`src/rtl/fifo_pkg.sv`:
```
// Shared types and sizing helpers for the flagged synchronous FIFO.
// Imported by the RTL and by the testbench scoreboard.
package fifo_pkg;

    // Address width needed to index DEPTH entries.
    function automatic int addr_w(input int depth);
        return $clog2(depth);
    endfunction

    // Occupancy/pointer width: one extra bit so a full FIFO (count == DEPTH)
    // is representable and the pointers carry a wrap bit.
    function automatic int cnt_w(input int depth);
        return $clog2(depth) + 1;
    endfunction

    // True when v is a power of two and at least 2.
    function automatic bit is_pow2(input int v);
        return (v >= 2) && ((v & (v - 1)) == 0);
    endfunction

    // Sticky error flags, kept together so the scoreboard can mirror them.
    typedef struct packed {
        logic overflow;
        logic underflow;
    } fifo_err_t;

endpackage

```
`src/rtl/sync_fifo_flags_if.sv`:
```
// Producer/consumer bundle for sync_fifo_flags. The bench (or the
// surrounding logic) drives the master side; the FIFO is the slave.
interface sync_fifo_flags_if #(
    parameter int DATA_WIDTH = 8,
    parameter int DEPTH      = 8
) ();
    import fifo_pkg::*;

    localparam int CW = cnt_w(DEPTH);

    logic                  w_en;
    logic                  r_en;
    logic                  err_clr;
    logic [DATA_WIDTH-1:0] data_in;
    logic [DATA_WIDTH-1:0] data_out;
    logic                  full;
    logic                  empty;
    logic                  almost_full;
    logic                  almost_empty;
    logic [CW-1:0]         count;
    logic                  overflow;
    logic                  underflow;

    modport master (
        output w_en, r_en, err_clr, data_in,
        input  data_out, full, empty, almost_full, almost_empty,
               count, overflow, underflow
    );

    modport slave (
        input  w_en, r_en, err_clr, data_in,
        output data_out, full, empty, almost_full, almost_empty,
               count, overflow, underflow
    );

endinterface

```
`src/rtl/fifo_mem.sv`:
```
// Storage array for the FIFO: one synchronous write port and one
// asynchronous read port. Contents are never reset.
module fifo_mem
    import fifo_pkg::*;
#(
    parameter int DATA_WIDTH = 8,
    parameter int DEPTH      = 8
) (
    input  logic                       clk,
    input  logic                       i_wrEn,
    input  logic [addr_w(DEPTH)-1:0]   i_wrAddr,
    input  logic [DATA_WIDTH-1:0]      i_wrData,
    input  logic [addr_w(DEPTH)-1:0]   i_rdAddr,
    output logic [DATA_WIDTH-1:0]      o_rdData
);

    logic [DATA_WIDTH-1:0] r_mem [DEPTH];

    // Write the incoming word on the edge when the top level accepts it.
    always_ff @(posedge clk) begin
        if (i_wrEn) begin
            r_mem[i_wrAddr] <= i_wrData;
        end
    end

    assign o_rdData = r_mem[i_rdAddr];

endmodule

```
`src/rtl/sync_fifo_flags.sv`:
```
// Single-clock FIFO with registered full/empty/almost flags, an occupancy
// count, sticky overflow/underflow flags and an optional first-word-fall-
// through read mode. All flags are computed from the next occupancy so they
// change on the same edge as the count.
module sync_fifo_flags
    import fifo_pkg::*;
#(
    parameter int DATA_WIDTH = 8,
    parameter int DEPTH      = 8,
    parameter int AF_THRESH  = DEPTH - 1,
    parameter int AE_THRESH  = 1,
    parameter int FWFT       = 0
) (
    input  logic              clk,
    input  logic              rst,
    sync_fifo_flags_if.slave  bus
);

    localparam int AW = addr_w(DEPTH);
    localparam int CW = cnt_w(DEPTH);

    localparam logic [CW-1:0] FULL_LVL = CW'(DEPTH);
    localparam logic [CW-1:0] AF_LVL   = CW'(AF_THRESH);
    localparam logic [CW-1:0] AE_LVL   = CW'(AE_THRESH);

    // Reject illegal configurations while elaborating.
    if (!is_pow2(DEPTH)) begin : g_badDepth
        $fatal(1, "sync_fifo_flags: DEPTH=%0d must be a power of two >= 2", DEPTH);
    end
    if ((AF_THRESH < 1) || (AF_THRESH > DEPTH)) begin : g_badAf
        $fatal(1, "sync_fifo_flags: AF_THRESH=%0d outside 1..DEPTH", AF_THRESH);
    end
    if ((AE_THRESH < 0) || (AE_THRESH > DEPTH - 1)) begin : g_badAe
        $fatal(1, "sync_fifo_flags: AE_THRESH=%0d outside 0..DEPTH-1", AE_THRESH);
    end

    // Pointers carry a wrap bit above the address bits.
    logic [CW-1:0]         r_wrPtr;
    logic [CW-1:0]         r_rdPtr;
    logic [CW-1:0]         r_count;
    logic                  r_full;
    logic                  r_empty;
    logic                  r_almostFull;
    logic                  r_almostEmpty;
    fifo_err_t             r_err;

    logic                  w_wrOk;
    logic                  w_rdOk;
    logic [CW-1:0]         w_countNext;
    fifo_err_t             w_errNext;
    logic [DATA_WIDTH-1:0] w_memRdData;

    // Decide which requests are accepted this cycle. A read needs data
    // already present; a write at full only goes in if a read frees a slot.
    always_comb begin
        w_rdOk      = bus.r_en && !r_empty;
        w_wrOk      = bus.w_en && (!r_full || w_rdOk);
        w_countNext = r_count + CW'(w_wrOk) - CW'(w_rdOk);
    end

    // Sticky error flags: clear request first, then any new rejection
    // this cycle re-sets its flag so an error is never lost.
    always_comb begin
        w_errNext = r_err;
        if (bus.err_clr) begin
            w_errNext = '0;
        end
        if (bus.w_en && !w_wrOk) begin
            w_errNext.overflow = 1'b1;
        end
        if (bus.r_en && !w_rdOk) begin
            w_errNext.underflow = 1'b1;
        end
    end

    // Pointer, occupancy, flag and error state; reset discards all data.
    always_ff @(posedge clk) begin
        if (rst) begin
            r_wrPtr       <= '0;
            r_rdPtr       <= '0;
            r_count       <= '0;
            r_full        <= 1'b0;
            r_empty       <= 1'b1;
            r_almostFull  <= 1'b0;
            r_almostEmpty <= 1'b1;
            r_err         <= '0;
        end else begin
            if (w_wrOk) begin
                r_wrPtr <= r_wrPtr + CW'(1);
            end
            if (w_rdOk) begin
                r_rdPtr <= r_rdPtr + CW'(1);
            end
            r_count       <= w_countNext;
            r_full        <= (w_countNext == FULL_LVL);
            r_empty       <= (w_countNext == '0);
            r_almostFull  <= (w_countNext >= AF_LVL);
            r_almostEmpty <= (w_countNext <= AE_LVL);
            r_err         <= w_errNext;
        end
    end

    fifo_mem #(
        .DATA_WIDTH (DATA_WIDTH),
        .DEPTH      (DEPTH)
    ) u_mem (
        .clk      (clk),
        .i_wrEn   (w_wrOk),
        .i_wrAddr (r_wrPtr[AW-1:0]),
        .i_wrData (bus.data_in),
        .i_rdAddr (r_rdPtr[AW-1:0]),
        .o_rdData (w_memRdData)
    );

    if (FWFT != 0) begin : g_fwft
        // Head word shows straight through; an empty FIFO presents zero.
        always_comb begin
            bus.data_out = r_empty ? '0 : w_memRdData;
        end
    end else begin : g_std
        logic [DATA_WIDTH-1:0] r_dataOut;

        // Capture the head word on an accepted read and hold it otherwise.
        always_ff @(posedge clk) begin
            if (rst) begin
                r_dataOut <= '0;
            end else if (w_rdOk) begin
                r_dataOut <= w_memRdData;
            end
        end

        assign bus.data_out = r_dataOut;
    end

    assign bus.count        = r_count;
    assign bus.full         = r_full;
    assign bus.empty        = r_empty;
    assign bus.almost_full  = r_almostFull;
    assign bus.almost_empty = r_almostEmpty;
    assign bus.overflow     = r_err.overflow;
    assign bus.underflow    = r_err.underflow;

    // The pointer distance, including the wrap bit, must always equal the
    // separately tracked occupancy.
    a_countMatchesPtrs: assert property (@(posedge clk) disable iff (rst)
        (r_wrPtr - r_rdPtr) == r_count);

endmodule
```
`src/flat_wrapper.sv`:
```
// flat-port wrapper written by rule: the top's interface ports become plain ports
module sync_fifo_flags_flat import fifo_pkg::*;
#(
    parameter int DATA_WIDTH = 8,
    parameter int DEPTH      = 8,
    parameter int AF_THRESH  = DEPTH - 1,
    parameter int AE_THRESH  = 1,
    parameter int FWFT       = 0
)
  (clk, rst, bus_w_en, bus_r_en, bus_err_clr, bus_data_in, bus_data_out, bus_full, bus_empty, bus_almost_full, bus_almost_empty, bus_count, bus_overflow, bus_underflow);
  sync_fifo_flags_if #(.DATA_WIDTH(DATA_WIDTH), .DEPTH(DEPTH)) bus_i ();
  input  logic clk;
  input  logic rst;
  input wire logic [$bits(bus_i.w_en)-1:0] bus_w_en;
  input wire logic [$bits(bus_i.r_en)-1:0] bus_r_en;
  input wire logic [$bits(bus_i.err_clr)-1:0] bus_err_clr;
  input wire logic [$bits(bus_i.data_in)-1:0] bus_data_in;
  output wire logic [$bits(bus_i.data_out)-1:0] bus_data_out;
  output wire logic [$bits(bus_i.full)-1:0] bus_full;
  output wire logic [$bits(bus_i.empty)-1:0] bus_empty;
  output wire logic [$bits(bus_i.almost_full)-1:0] bus_almost_full;
  output wire logic [$bits(bus_i.almost_empty)-1:0] bus_almost_empty;
  output wire logic [$bits(bus_i.count)-1:0] bus_count;
  output wire logic [$bits(bus_i.overflow)-1:0] bus_overflow;
  output wire logic [$bits(bus_i.underflow)-1:0] bus_underflow;
  assign bus_i.w_en = bus_w_en;
  assign bus_i.r_en = bus_r_en;
  assign bus_i.err_clr = bus_err_clr;
  assign bus_i.data_in = bus_data_in;
  assign bus_data_out = bus_i.data_out;
  assign bus_full = bus_i.full;
  assign bus_empty = bus_i.empty;
  assign bus_almost_full = bus_i.almost_full;
  assign bus_almost_empty = bus_i.almost_empty;
  assign bus_count = bus_i.count;
  assign bus_overflow = bus_i.overflow;
  assign bus_underflow = bus_i.underflow;
  sync_fifo_flags #(.DATA_WIDTH(DATA_WIDTH), .DEPTH(DEPTH), .AF_THRESH(AF_THRESH), .AE_THRESH(AE_THRESH), .FWFT(FWFT)) u_core (.clk(clk), .rst(rst), .bus(bus_i));
endmodule
```
`config.mk`:
```
export PLATFORM = sky130hd
export DESIGN_NAME = sync_fifo_flags_flat
export DESIGN_NICKNAME = d
export VERILOG_FILES = /design/src/rtl/fifo_pkg.sv /design/src/rtl/sync_fifo_flags_if.sv /design/src/rtl/fifo_mem.sv /design/src/rtl/sync_fifo_flags.sv /design/src/flat_wrapper.sv
export SDC_FILE = /design/constraint.sdc
export NUM_CORES = 1
export LEC_CHECK = 0
export ABC_AREA = 1
export ABC_CLOCK_PERIOD_IN_PS = 2800
export BUFFER_PORTS_ARGS = -buffer_cell sky130_fd_sc_hd__buf_2
export CAP_MARGIN = 20
export CORE_MARGIN = 2
export CORE_UTILIZATION = 45
export DETAILED_ROUTE_END_ITERATION = 10
export PLACE_DENSITY = 0.74
export SLEW_MARGIN = 20
export SYNTH_ARGS = -nofsm -noshare
export SYNTH_HDL_FRONTEND = slang
export SYNTH_SLANG_ARGS = --single-unit
export TNS_END_PERCENT = 30
```
`constraint.sdc`:
```
create_clock -name clk -period 2.8 [get_ports clk]
set_input_delay 0.14 -clock clk [delete_from_list [all_inputs] [get_ports clk]]
set_output_delay 0.14 -clock clk [all_outputs]
set_load 0.1 [all_outputs]
```
==> flow_summary.yaml <==
sta:
  period_needed_ns: 2.18
  worst_pin_slew_ns: 0.787
  setup_viol: 0
  fmax_ghz: 0.458
  relSlewSlack_pct: 47.3
  rsz0062_at_grt: "no"
  drv_slew: 0
  fin_setup_tns_ns: 0
  skew_ns: 0.0129
  period_share_pct: 78.0
  hold_violations: 0
floorplan:
  rows: 33
  fp.coreArea_um2: 8220
  start_util_pct: 46.5
  die_w_um: 96.2
  die-area_um2: 9250
  pin_count: 31
  fp.dieH_um: 96.2
power_and_ir_drop:
  irDropWorstVdd_uv: 368
  p_leak_nw: 1.95
  p_per_area_nw_per_um2: 947
final_layout:
  final_cells: 541
  area_delta_synth_final_pct: 12.1
  antenna_cells: 0
  nNetsFinal: 451
  drive_gt1_share_pct: 15.8
cts:
  holdBufCountCts: 0
  cts_tree: "done"
  cts_resized: 0
  path_clk_slew_ns: 0.09
  root_buffer: "clkbuf_8"
  clock_sinks: 88
  clk_latency_ns: 0.37
  cts-buffers-inserted: 9
  post_cts_buffers: 0
  htreeDepth: 3
  ctsLongestPathBuffers: 2
logic_synthesis:
  synth_warnings: 0
  ys_async_sr_fraction_pct: 0
  synth_edf_count: 64
  synth_area_leader_cell: "edfxtp_1"
  synth_commonest_cells: "95 x nand2_1, 81 x inv_1, 64 x edfxtp_1, 55 x nand3_1, 24 x dfxtp_1"
  synth.avg_cell_area_um2: 9.73
  ys.flop_type: "edfxtp_1"
  yosys-top-cells-area: "edfxtp_1 50%, dfxtp_1 13%, nand2_1 9.3%"
  ys_seq_area_share_pct: 62.8
  ys_seq_elements: 88
  synth.most_common_cell: "nand2_1"
  syn_nets: 413
  ys_types: 21
  syn_inst: 393
  syn_area_um2: 3820
  synth.top_cell.area_share_pct: 50.3
placement:
  portBuffers: 30
  place.gp.congestion: 0.793
  hpwl_um: 4920
  placed_cells: 525
detailed_routing:
  final_antenna_net_count: 0
  dr.pass1.iters: 4
  routed_wl_um: 7330
  drtIter0Drc: 185
  via_count: 2609
  drc: 0
  wire_per_inst_um: 13.5
  vias_per_cell: 4.82
setup_path:
  crit_cells: 13
  path_buf_inv: 5
  r2r_cells: 13
  path_delay_family: "adder cells"
  cp_common_cell: "inv_1"
  path_class: "flop to flop"
  worst_setup_path_start_kind: "flop"
  crit_slowest_cell: "fa_1"
  cp.required_ns: 3.04
  cp.arrival_ns: 2.42
  cpPeakStageDelay_ns: 0.38
  endpoint_kind: "flop"
  worstPathCellList: "inv_2 -> nand2_2 -> inv_2 -> ha_1 -> inv_1 -> ha_1 -> inv_1 -> fa_1 -> or2_2 -> nand2_1 -> inv_1 -> nand2_1 -> o21ai_0"
  critPathMaxFanout: 7
flow_run:
  drv_cap: 0
global_route:
  gr-total-overflow: 0
  grt_max_degree: 35
  first_global_vias: 2422
  antenna_found_initial: 0
  grt_pass1_wl_um: 11600
  grtUsageTotal_pct: 17.3
min_path:
  holdPathStages: 4
  hp-class: "input pin to flop"
outcome:
  status: "finished clean"
-- path summary, 6_finish.rpt --
path                        from                       to  slack [ns]
max             u_core.bus.empty  u_core.bus.almost_empty        0.62
min                  bus_err_clr      u_core.bus.overflow        0.03
max reg2reg     u_core.bus.empty  u_core.bus.almost_empty        0.62
min reg2reg  u_core.bus.overflow      u_core.bus.overflow        0.47
-- power breakdown --
group / internal (W) / switching, W / leakage (nW)
combinational: 0.000337 / 0.00115 / 1.07
sequential: 0.00155 / 0.0000918 / 0.779
clock: 0.000498 / 0.000437 / 0.102
total: 0.00238 / 0.00168 / 1.95
-- cells in the final DEF, fill, tap and decap left out --
cell,n
inv_2,3
inv_4,2
clkbuf_1,1
inv_1,81
ha_1,6
nand2_2,2
bufinv_16,2
clkinv_4,1
nor2_1,14
dfxtp_2,1
dfxtp_1,23
nand2_1,95
clkinvlp_4,1
nand4_1,1
edfxtp_1,64
nand3_1,55
or2_2,1
buf_2,30
fa_1,1
a21oi_2,7
xnor2_1,1
o21ai_0,12
clkinv_1,3
clkbuf_8,9
a21oi_1,10
buf_4,10
-- per-layer routing --
| metal | share of wire, % | global-route usage [%] | wire [um] | vias up |
|---|---|---|---|---|
| li1 | - | - | - | 1321 |
| met1 | 43 | 21.0 | 3180 | 1191 |
| met2 | 47 | 28.0 | 3450 | 76 |
| met3 | 6.4 | 5.01 | 468 | 21 |
| met4 | 3.1 | 8.69 | 227 | 0 |
| met5 | 0 | 0 | 0 | - |
-- cell type report --
cell class | instances | area [um2]
well taps | 105 | 131
clock buffers | 10 | 128
fillers | 740 | 3930
multi-input cells | 205 | 985
clock inverters | 6 | 83.8
repair buffers | 40 | 225
inverters | 87 | 332
flip-flops and latches | 88 | 2400
-- per-stage QoR --
stage                     worst slack (ns)  area (um2)  utilization, %  total power (W)  hold slack (ns)
after floorplan                      0.193        3820               -          0.00290            0.209
after global placement               0.690        4080            49.6          0.00313            0.403
after detailed placement             0.633        4080            49.6          0.00316            0.413
after CTS                            0.622        4290            52.2          0.00408           0.0224
after global routing                 0.485        4290            52.2          0.00428           0.0230
final                                0.616        4290            52.2          0.00406           0.0310
-- cell families after synthesis --
| logic type | Yosys count | synth area share, % |
|---|---|---|
| buffers and inverters | 100 | 11.4 |
| XOR/XNOR | 1 | 0.229 |
| flip-flops | 88 | 62.8 |
| adder cells (fa/ha/maj) | 7 | 2.49 |
| AND/OR/NAND/NOR | 168 | 18.6 |
| AO/OA/AOI/OAI | 29 | 4.48 |
-- worst min-delay path, cell delays in order --
cell and delay [ns]:
buf_2 0.07, inv_1 0.04, nand2_1 0.05, a21oi_1 0.05
-- sequential cells by signal (all words and copies together) (netlist names) --
signal and flops:
u_core.r_rdPtr 3, u_core.bus.almost_full 1, u_core.bus.data_out 8, u_core.bus.overflow 1
u_core.bus.count 4, u_core.bus.empty 1, u_core.bus.full 1, u_core.bus.underflow 1
u_core.r_wrPtr 3, u_core.bus.almost_empty 1, u_core.u_mem.r_mem 64
Note: power is estimated with default switching activity, not from simulation.
